File: src/rtl/intra_pred_uv_seq.sv
// Sequential VP8 chroma intra predictor: builds U then V prediction rows in DC/V/H/TM mode
// and streams them one row per beat over a valid/ready handshake.
module intra_pred_uv_seq #(
   parameter int BIT_WIDTH  = 8,
   parameter int BLOCK_SIZE = 8
) (
   input  logic                             clk,
   input  logic                             rst,
   input  logic                             start,
   input  logic [1:0]                       mode,
   input  logic                             top_avail,
   input  logic                             left_avail,
   input  logic [BIT_WIDTH-1:0]             top_left_u,
   input  logic [BIT_WIDTH-1:0]             top_left_v,
   input  logic [BIT_WIDTH*BLOCK_SIZE-1:0]  top_u,
   input  logic [BIT_WIDTH*BLOCK_SIZE-1:0]  top_v,
   input  logic [BIT_WIDTH*BLOCK_SIZE-1:0]  left_u,
   input  logic [BIT_WIDTH*BLOCK_SIZE-1:0]  left_v,
   output logic                             busy,
   output logic                             out_valid,
   input  logic                             out_ready,
   output logic [BIT_WIDTH*BLOCK_SIZE-1:0]  out_data,
   output logic                             out_chan,
   output logic [$clog2(BLOCK_SIZE)-1:0]    out_row,
   output logic                             done
);

   localparam int BW    = BIT_WIDTH;
   localparam int RW    = $clog2(BLOCK_SIZE);
   localparam int ROW_W = BW * BLOCK_SIZE;
   localparam int ACC_W = BW + RW + 1;
   localparam int TM_W  = BW + 2;
   localparam logic [RW:0] LAST_BEAT = {(RW+1){1'b1}};

   typedef enum logic [1:0] {
      ST_IDLE = 2'd0,
      ST_SUM  = 2'd1,
      ST_EMIT = 2'd2
   } state_t;

   state_t             state_q, state_d;
   logic [1:0]         mode_q;
   logic               top_av_q, left_av_q;
   logic [BW-1:0]      tl_u_q, tl_v_q;
   logic [ROW_W-1:0]   top_u_q, top_v_q, left_u_q, left_v_q;
   logic [BW-1:0]      dc_u_q, dc_v_q, dc_u_d, dc_v_d;
   logic [RW:0]        beat_q, beat_d;
   logic               busy_q, busy_d, valid_q, valid_d, done_q, done_d;
   logic [ROW_W-1:0]   data_q;
   logic               chan_q;
   logic [RW-1:0]      row_q;
   logic               capture_s, load_s;
   logic [ROW_W-1:0]   row_s, top_s, left_s;
   logic [BW-1:0]      tl_s, dc_s, lp_s;

   function automatic logic [BW-1:0] dc_calc(input logic [ROW_W-1:0] top_e,
                                             input logic [ROW_W-1:0] left_e,
                                             input logic ta, input logic la);
      logic [ACC_W-1:0] st, sl, acc;
      st = '0;
      sl = '0;
      for (int i = 0; i < BLOCK_SIZE; i++) begin
         st = st + ACC_W'(top_e[i*BW +: BW]);
         sl = sl + ACC_W'(left_e[i*BW +: BW]);
      end
      case ({ta, la})
         2'b11:   acc = (st + sl + ACC_W'(BLOCK_SIZE)) >> (RW + 1);
         2'b10:   acc = (st + ACC_W'(BLOCK_SIZE / 2)) >> RW;
         2'b01:   acc = (sl + ACC_W'(BLOCK_SIZE / 2)) >> RW;
         default: acc = ACC_W'(1'b1) << (BW - 1);
      endcase
      return acc[BW-1:0];
   endfunction

   function automatic logic [BW-1:0] tm_pix(input logic [BW-1:0] t, input logic [BW-1:0] l,
                                            input logic [BW-1:0] c);
      logic signed [TM_W-1:0] s;
      s = $signed({2'b00, t}) + $signed({2'b00, l}) - $signed({2'b00, c});
      if (s[TM_W-1]) begin
         return '0;
      end else if (s[TM_W-2]) begin
         return '1;
      end else begin
         return s[BW-1:0];
      end
   endfunction

   // DC values from the latched edges
   always_comb begin
      dc_u_d = dc_calc(top_u_q, left_u_q, top_av_q, left_av_q);
      dc_v_d = dc_calc(top_v_q, left_v_q, top_av_q, left_av_q);
   end

   // Control FSM: next state, beat counter and handshake outputs
   always_comb begin
      state_d   = state_q;
      busy_d    = busy_q;
      valid_d   = valid_q;
      done_d    = 1'b0;
      beat_d    = beat_q;
      capture_s = 1'b0;
      load_s    = 1'b0;
      case (state_q)
         ST_IDLE: begin
            if (start) begin
               capture_s = 1'b1;
               busy_d    = 1'b1;
               state_d   = ST_SUM;
            end else begin
               state_d   = ST_IDLE;
            end
         end
         ST_SUM: begin
            beat_d  = '0;
            load_s  = 1'b1;
            valid_d = 1'b1;
            state_d = ST_EMIT;
         end
         ST_EMIT: begin
            if (valid_q && out_ready) begin
               if (beat_q == LAST_BEAT) begin
                  state_d = ST_IDLE;
                  busy_d  = 1'b0;
                  valid_d = 1'b0;
                  done_d  = 1'b1;
               end else begin
                  beat_d  = beat_q + (RW+1)'(1'b1);
                  load_s  = 1'b1;
               end
            end else begin
               state_d = ST_EMIT;
            end
         end
         default: begin
            state_d = ST_IDLE;
            busy_d  = 1'b0;
            valid_d = 1'b0;
         end
      endcase
   end

   // Row generator for the beat about to be loaded; the SUM cycle uses the fresh DC value
   always_comb begin
      row_s = '0;
      if (beat_d[RW]) begin
         top_s  = top_v_q;
         left_s = left_v_q;
         tl_s   = tl_v_q;
         dc_s   = (state_q == ST_SUM) ? dc_v_d : dc_v_q;
      end else begin
         top_s  = top_u_q;
         left_s = left_u_q;
         tl_s   = tl_u_q;
         dc_s   = (state_q == ST_SUM) ? dc_u_d : dc_u_q;
      end
      lp_s = left_s[beat_d[RW-1:0]*BW +: BW];
      for (int i = 0; i < BLOCK_SIZE; i++) begin
         case (mode_q)
            2'd0:    row_s[i*BW +: BW] = dc_s;
            2'd1:    row_s[i*BW +: BW] = top_s[i*BW +: BW];
            2'd2:    row_s[i*BW +: BW] = lp_s;
            default: row_s[i*BW +: BW] = tm_pix(top_s[i*BW +: BW], lp_s, tl_s);
         endcase
      end
   end

   // State, handshake and output registers
   always_ff @(posedge clk) begin
      if (rst) begin
         state_q <= ST_IDLE;
         busy_q  <= 1'b0;
         valid_q <= 1'b0;
         done_q  <= 1'b0;
         beat_q  <= '0;
         data_q  <= '0;
         chan_q  <= 1'b0;
         row_q   <= '0;
      end else begin
         state_q <= state_d;
         busy_q  <= busy_d;
         valid_q <= valid_d;
         done_q  <= done_d;
         beat_q  <= beat_d;
         if (load_s) begin
            data_q <= row_s;
            chan_q <= beat_d[RW];
            row_q  <= beat_d[RW-1:0];
         end
      end
   end

   // Operand capture at start acceptance and DC registration in SUM
   always_ff @(posedge clk) begin
      if (rst) begin
         mode_q    <= 2'd0;
         top_av_q  <= 1'b0;
         left_av_q <= 1'b0;
         tl_u_q    <= '0;
         tl_v_q    <= '0;
         top_u_q   <= '0;
         top_v_q   <= '0;
         left_u_q  <= '0;
         left_v_q  <= '0;
         dc_u_q    <= '0;
         dc_v_q    <= '0;
      end else begin
         if (capture_s) begin
            mode_q    <= mode;
            top_av_q  <= top_avail;
            left_av_q <= left_avail;
            tl_u_q    <= top_left_u;
            tl_v_q    <= top_left_v;
            top_u_q   <= top_u;
            top_v_q   <= top_v;
            left_u_q  <= left_u;
            left_v_q  <= left_v;
         end
         if (state_q == ST_SUM) begin
            dc_u_q <= dc_u_d;
            dc_v_q <= dc_v_d;
         end
      end
   end

   assign busy      = busy_q;
   assign out_valid = valid_q;
   assign out_data  = data_q;
   assign out_chan  = chan_q;
   assign out_row   = row_q;
   assign done      = done_q;

endmodule

File: config.mk
export PLATFORM = sky130hd
export DESIGN_NAME = intra_pred_uv_seq
export DESIGN_NICKNAME = d
export VERILOG_FILES = /design/src/rtl/intra_pred_uv_seq.sv
export SDC_FILE = /design/constraint.sdc
export NUM_CORES = 2
export LEC_CHECK = 0
export ABC_AREA = 1
export BUFFER_PORTS_ARGS = -buffer_cell sky130_fd_sc_hd__buf_4
export CAP_MARGIN = 10
export CORE_MARGIN = 2
export CORE_UTILIZATION = 23
export DETAILED_ROUTE_END_ITERATION = 8
export GPL_TIMING_DRIVEN = 0
export PLACE_DENSITY = 0.48
export SYNTH_ARGS = -nofsm -noshare
export SYNTH_HDL_FRONTEND = slang
export SYNTH_SLANG_ARGS = --single-unit
File: constraint.sdc
create_clock -name clk -period 13 [get_ports clk]
set_clock_uncertainty 0.15 [all_clocks]
set_input_delay 1.3 -clock clk [delete_from_list [all_inputs] [get_ports clk]]
set_output_delay 1.3 -clock clk [all_outputs]
set_load 0.01 [all_outputs]
=== Word level (Yosys, flattened, before mapping) ===
Index checks and enable logic that the tools add are counted.

* Shift operators: 1
* Equality and inequality tests: 12
* $add $sub $neg: 53
* Reductions and logical operators: 6
* Bitwise logic cells: 4
* Multiplexer cells: 50

{| class="wikitable"
|+ Operators with widths
! cell !! number
|-
| $pmux W8 S3 || 10
|-
| $mux W8 || 20
|-
| $add A12 B8 Y12 || 12
|-
| $mux W64 || 2
|-
| $add A8 B8 Y9 || 12
|-
| $sub A9 B8 Y10 || 8
|-
| $shiftx A64 B7 Y8 || 1
|-
| $add A11 B8 Y12 || 4
|-
| $add A10 B8 Y11 || 4
|-
| $add A11 B3 Y11 const B || 4
|-
| $add A9 B8 Y10 || 4
|-
| $add A12 B12 Y12 || 2
|-
| $add A12 B4 Y12 const B || 2
|-
| $mux W1 || 9
|-
| $eq A2 B2 Y1 const B || 4
|-
| $mux W4 || 2
|-
| $pmux W4 S2 || 1
|-
| $eq A2 B1 Y1 const B || 3
|-
| $ne A2 B2 Y1 const B || 3
|-
| $pmux W1 S3 || 2
|-
| $pmux W2 S3 || 1
|-
| $add A4 B1 Y4 const B || 1
|-
| $eq A4 B4 Y1 const B || 1
|-
| $logic_not A2 Y1 || 2
|-
| other kinds (8) || 12
|}

* Output and inout bits: 71
* Flip-flop bits (word level): 369
* Input bits: 280
* Word-level logic and storage cells: 145

=== Depth between registers and ports, before layout ===
* Word-level depth: 13
* Depth in mapped cells: 34
* Mapped depth without buffers: 34

=== Least setup slack after synthesis ===
No wires, ideal clock.

* Path kind: register to register
* From: register top_u_q[26]
* To: register data_q[10] (netlist: out_data[10])
* Stages on the path, launching flop included: 28
* Setup time: 0.109 ns
* Data required time: 12.741 ns
* Data arrival time: 5.428 ns
* Period minus slack after synthesis: 5.687 ns
* Buffers on the path: 0
* Path slack: 7.313 ns
* Cell sequence: dfxtp_1 inv_1 fa_1 inv_1 fa_1 fa_1 inv_1 fa_1 inv_1 ha_1 fa_1 or2_2 and2_1 ha_1 ha_1 nand2_1 inv_1 a21oi_1 nand2_1 or2_2 nand3_1 o21ai_0 nand2_1 nand3_1 nand3_1 nand4_1 nand2_1 inv_1

* Longest elaborated chain between the ends: 11
* Elaborated cells on any way between the ends: 12
* Those cells by class: 8 x add/sub; 4 x mux

{| class="wikitable"
|+ Ends and longest elaborated chain
! what !! line !! source
|-
| start: declaration || 45 || <nowiki>logic [ROW_W-1:0] top_u_q, top_v_q, left_u_q, left_v_q;</nowiki>
|-
| start signal: assignment || 213 || <nowiki>top_u_q <= top_u;</nowiki>
|-
| $add A10 B8 Y11 (*) || 63 || <nowiki>st = st + ACC_W'(top_e[i*BW +: BW]);</nowiki>
|-
| $add A11 B8 Y12 (*) || 63 ||
|-
| $add A12 B8 Y12 (*) (3 in a row) || 63 ||
|-
| $add A12 B12 Y12 || 67 || <nowiki>2'b11: acc = (st + sl + ACC_W'(BLOCK_SIZE)) >> (RW + 1);</nowiki>
|-
| $add A12 B4 Y12 || 67 ||
|-
| $pmux W8 S3 (*) || 66 || <nowiki>case ({ta, la})</nowiki>
|-
| $mux W8 (*) || n/a ||
|-
| $mux W8 (*) || 145 || <nowiki>if (beat_d[RW]) begin</nowiki>
|-
| $pmux W8 S3 (*) || 158 || <nowiki>case (mode_q)</nowiki>
|-
| end signal: assignment || 185 || <nowiki>data_q <= row_s;</nowiki>
|-
| end: declaration || 49 || <nowiki>logic [ROW_W-1:0] data_q;</nowiki>
|}

Mark *: on every way between the ends. The rest lies on a longest branch, timed or not.
A chain may end at the register's enable or synchronous reset.

=== Worst setup path in the final report ===
* From: register top_u_q[33]
* To: register data_q[36] (netlist: out_data[36])

* Longest elaborated chain between the ends: 10
* Elaborated cells on any way between the ends: 16
* Those cells by class: 9 x add/sub; 7 x mux

{| class="wikitable"
|+ Ends and longest elaborated chain
! what !! line
|-
| $add A11 B8 Y12 || 63
|-
| $add A12 B8 Y12 (3 in a row) || 63
|-
| $add A12 B12 Y12 || 67
|-
| $add A12 B4 Y12 || 67
|-
| $pmux W8 S3 || 66
|-
| $mux W8 || n/a
|-
| $mux W8 || 145
|-
| $pmux W8 S3 (*) || 158
|}

Marked as above.

==> results.tsv <==
metric	value	unit
hold_viol	0	
final.setup.tns	0	ps
vias	29002	
die-area	130000	µm²
synth_cells	4087	
slew_violations	0	
grt_pass1_vias	28083	
cts.repair.resized	0	
grt_max_degree	13	
cp_max_fo	8	
synth_seq_cells	369	
clockRootBuffer	clkbuf_16	
min_path_type	flip-flop to flip-flop	
globalplace.congestion	0.976	
arrival	7640	ps
p_int	4610	µW
drc_errors	0	
cts_setup_buffers	0	
firstDrtPassIters	6	
ir_worst_vdd	0.309	mV
antenna_found_initial	13	
p_total	9800	µW
yosysUniqueCellTypes	46	
clock_latency	630	ps
slowest_stage	nand3_1	
crit_type	flip-flop to flip-flop	
clkTransAtPathRegs	70	ps
avgSynthCellArea	7.17	µm²
nNetsFinal	5177	
clock.fmax	138	MHz
setup_viol	0	
ant_nets	0	
io_pins	351	
die_w	361	µm
rsz0062_at_grt	no	
power_frac_comb	72.9	%
endpoint_kind	flip-flop	
drive_gt1_share	11.4	%
fillers	14090	
ys_async_sr_fraction	0	%
grt_overflow_total	0	
synthTopCellsByArea	dfxtp_1 (25%), fa_1 (17%), inv_1 (9.7%), nand2_1 (8.4%), o21ai_0 (7.0%)	
ys_seq_area_share	25.2	%
rows	130	
status	completed	
yosysTopAreaCellShare	25.2	%
max_stage_delay	690	ps
hpwl	117000	µm
synth_fp_nets	4776	
instances_no_fill	6170	
design.core.area	126000	µm²
die_h	361	µm
cts_buffers	45	
clockPowerShare	13.6	%
cpMostUsedCell	nand2_1	
synth.top_cells.by_count	inv_1 (758), nand2_1 (659), o21ai_0 (412), nor2_1 (398), dfxtp_1 (369)	
via_per_inst	4.70	
portBuffers	350	
min_period_over_period	55.6	%
synth_top_area_cell	dfxtp_1	
relSlewSlack	16.5	%
initialDrtViolationCount	2557	
placed_cells	6089	
startpoint_type	flip-flop	
routedWlPerCell	22.6	µm
synthFlopType	dfxtp_1	
syn_to_final_growth	21.3	%
synth_area	29300	µm²
start_util	23.2	%
period_needed	7230	ps
synth.most_common_cell	inv_1	
swShare	53.0	%
pwr_density_cell	276	nW/µm²
cts_tree	yes	
power.leakage	0.0169	µW
required	13410	ps
max_slew.worst_pin.slew	1250	ps
switching_power	5190	µW
cap_violations	0	
track_usage	20.9	%
cts.sinks	369	
htreeDepth	2	
synth_edf_count	0	
wl	139000	µm
utilization	28.2	%
ys_warn_count	0	
seq_power_share	13.5	%
clk_path_buf_depth	3	
cts_hold_buf	0	
grt_first_pass_wirelength	197000	µm
power groups by stage:
stage / combinational [µW] / clock, µW / sequential [µW]
6_report: 7140 / 1340 / 1320
5_1_grt: 8210 / 1400 / 1330
4_1_cts: 7090 / 1360 / 1320
3_5_place_dp: 7040 / 0 / 1340
3_3_place_gp: 7010 / 0 / 1340
2_1_floorplan: 5180 / 0 / 1320
sequential cells by signal (all words and copies together), names as in the netlist:
signal	flops
left_u_q	64
out_data	64
out_valid	1
dc_v_q	8
dc_u_q	8
top_av_q	1
state_q	2
out_row	3
done	1
top_u_q	64
mode_q	2
out_chan	1
beat_q	4
left_v_q	64
busy	1
top_v_q	64
tl_v_q	8
left_av_q	1
tl_u_q	8
per-stage QoR:
step           setup WS (ps)  area (µm²)  hold WS [ps]
2_1_floorplan           7310       29300           297
3_3_place_gp            5690       34000           306
3_5_place_dp            5690       34000           316
4_1_cts                 5800       35500           326
5_1_grt                 5350       35500           341
6_report                5770       35500           325
cell type report:
class                           count  area, µm²  area share, %
Buffer                            173        747           2.10
Tap cell                         1650       2060           5.81
Inverter                          770       2890           8.13
Timing Repair Buffer              354       2670           7.51
Multi-Input combinational cell   2775      18300           51.4
Antenna cell                        2       5.00         0.0141
Sequential cell                   369       7390           20.8
Clock inverter                     17        249          0.701
Clock buffer                       60       1250           3.52
metal layers:
metal | global-route usage, % | part of all wire, % | vias to the layer above | wire length (µm)
met1 | 28.4 | 45 | 13824 | 62300
met2 | 32.7 | 43 | 1206 | 60500
li1 | - | - | 13771 | -
met5 | 0 | 0.060 | - | 84
met4 | 6.17 | 3.1 | 14 | 4300
met3 | 5.12 | 8.8 | 187 | 12300
worst paths after layout:
kind               start  slack [ps]           end  depth (start not counted)
max reg2reg  top_u_q[33]        5770  out_data[36]                         29
min reg2reg    dc_u_q[4]         330     dc_u_q[4]                          2
max          top_u_q[33]        5770  out_data[36]                         29
min            dc_u_q[4]         330     dc_u_q[4]                          2
worst max-delay path, delay by kind of cell (launching register included):
family,cells,cell delay (ps)
and+or+nand+nor,13,2440
adders and majority gates,8,3400
buffers and inverters,6,350
DFF,1,410
AOI/OAI and AO/OA,2,420
cells in the final DEF (no fill, tap or decap), types with 8 or more instances in the layout:
master / instances
a211oi_1: 9
a21o_1: 10
a21oi_1: 358
and2_1: 12
buf_2: 26
buf_4: 362
clkbuf_1: 136
clkbuf_16: 45
dfxtp_1: 369
fa_1: 252
ha_1: 157
inv_1: 758
inv_2: 8
nand2_1: 659
nand3_1: 224
nand3_2: 9
nand3b_1: 15
nand4_1: 50
nor2_1: 398
nor4_1: 9
o211ai_1: 82
o21a_1: 8
o21ai_0: 412
or2_2: 24
xnor2_1: 14
xor2_1: 30
cells by family (layout without fill, tap and decap cells):
group | Yosys count | in the layout | share of synthesized area [%]
fa+ha+maj | 409 | 409 | 23.9
other cells | 0 | 2 | 0
compound gates | 902 | 902 | 16.5
xor+xnor | 44 | 44 | 1.32
flops | 369 | 369 | 25.2
simple gates | 1420 | 1420 | 20.6
buf+inv | 943 | 1374 | 12.4
Power figures use the tool's default switching activity.
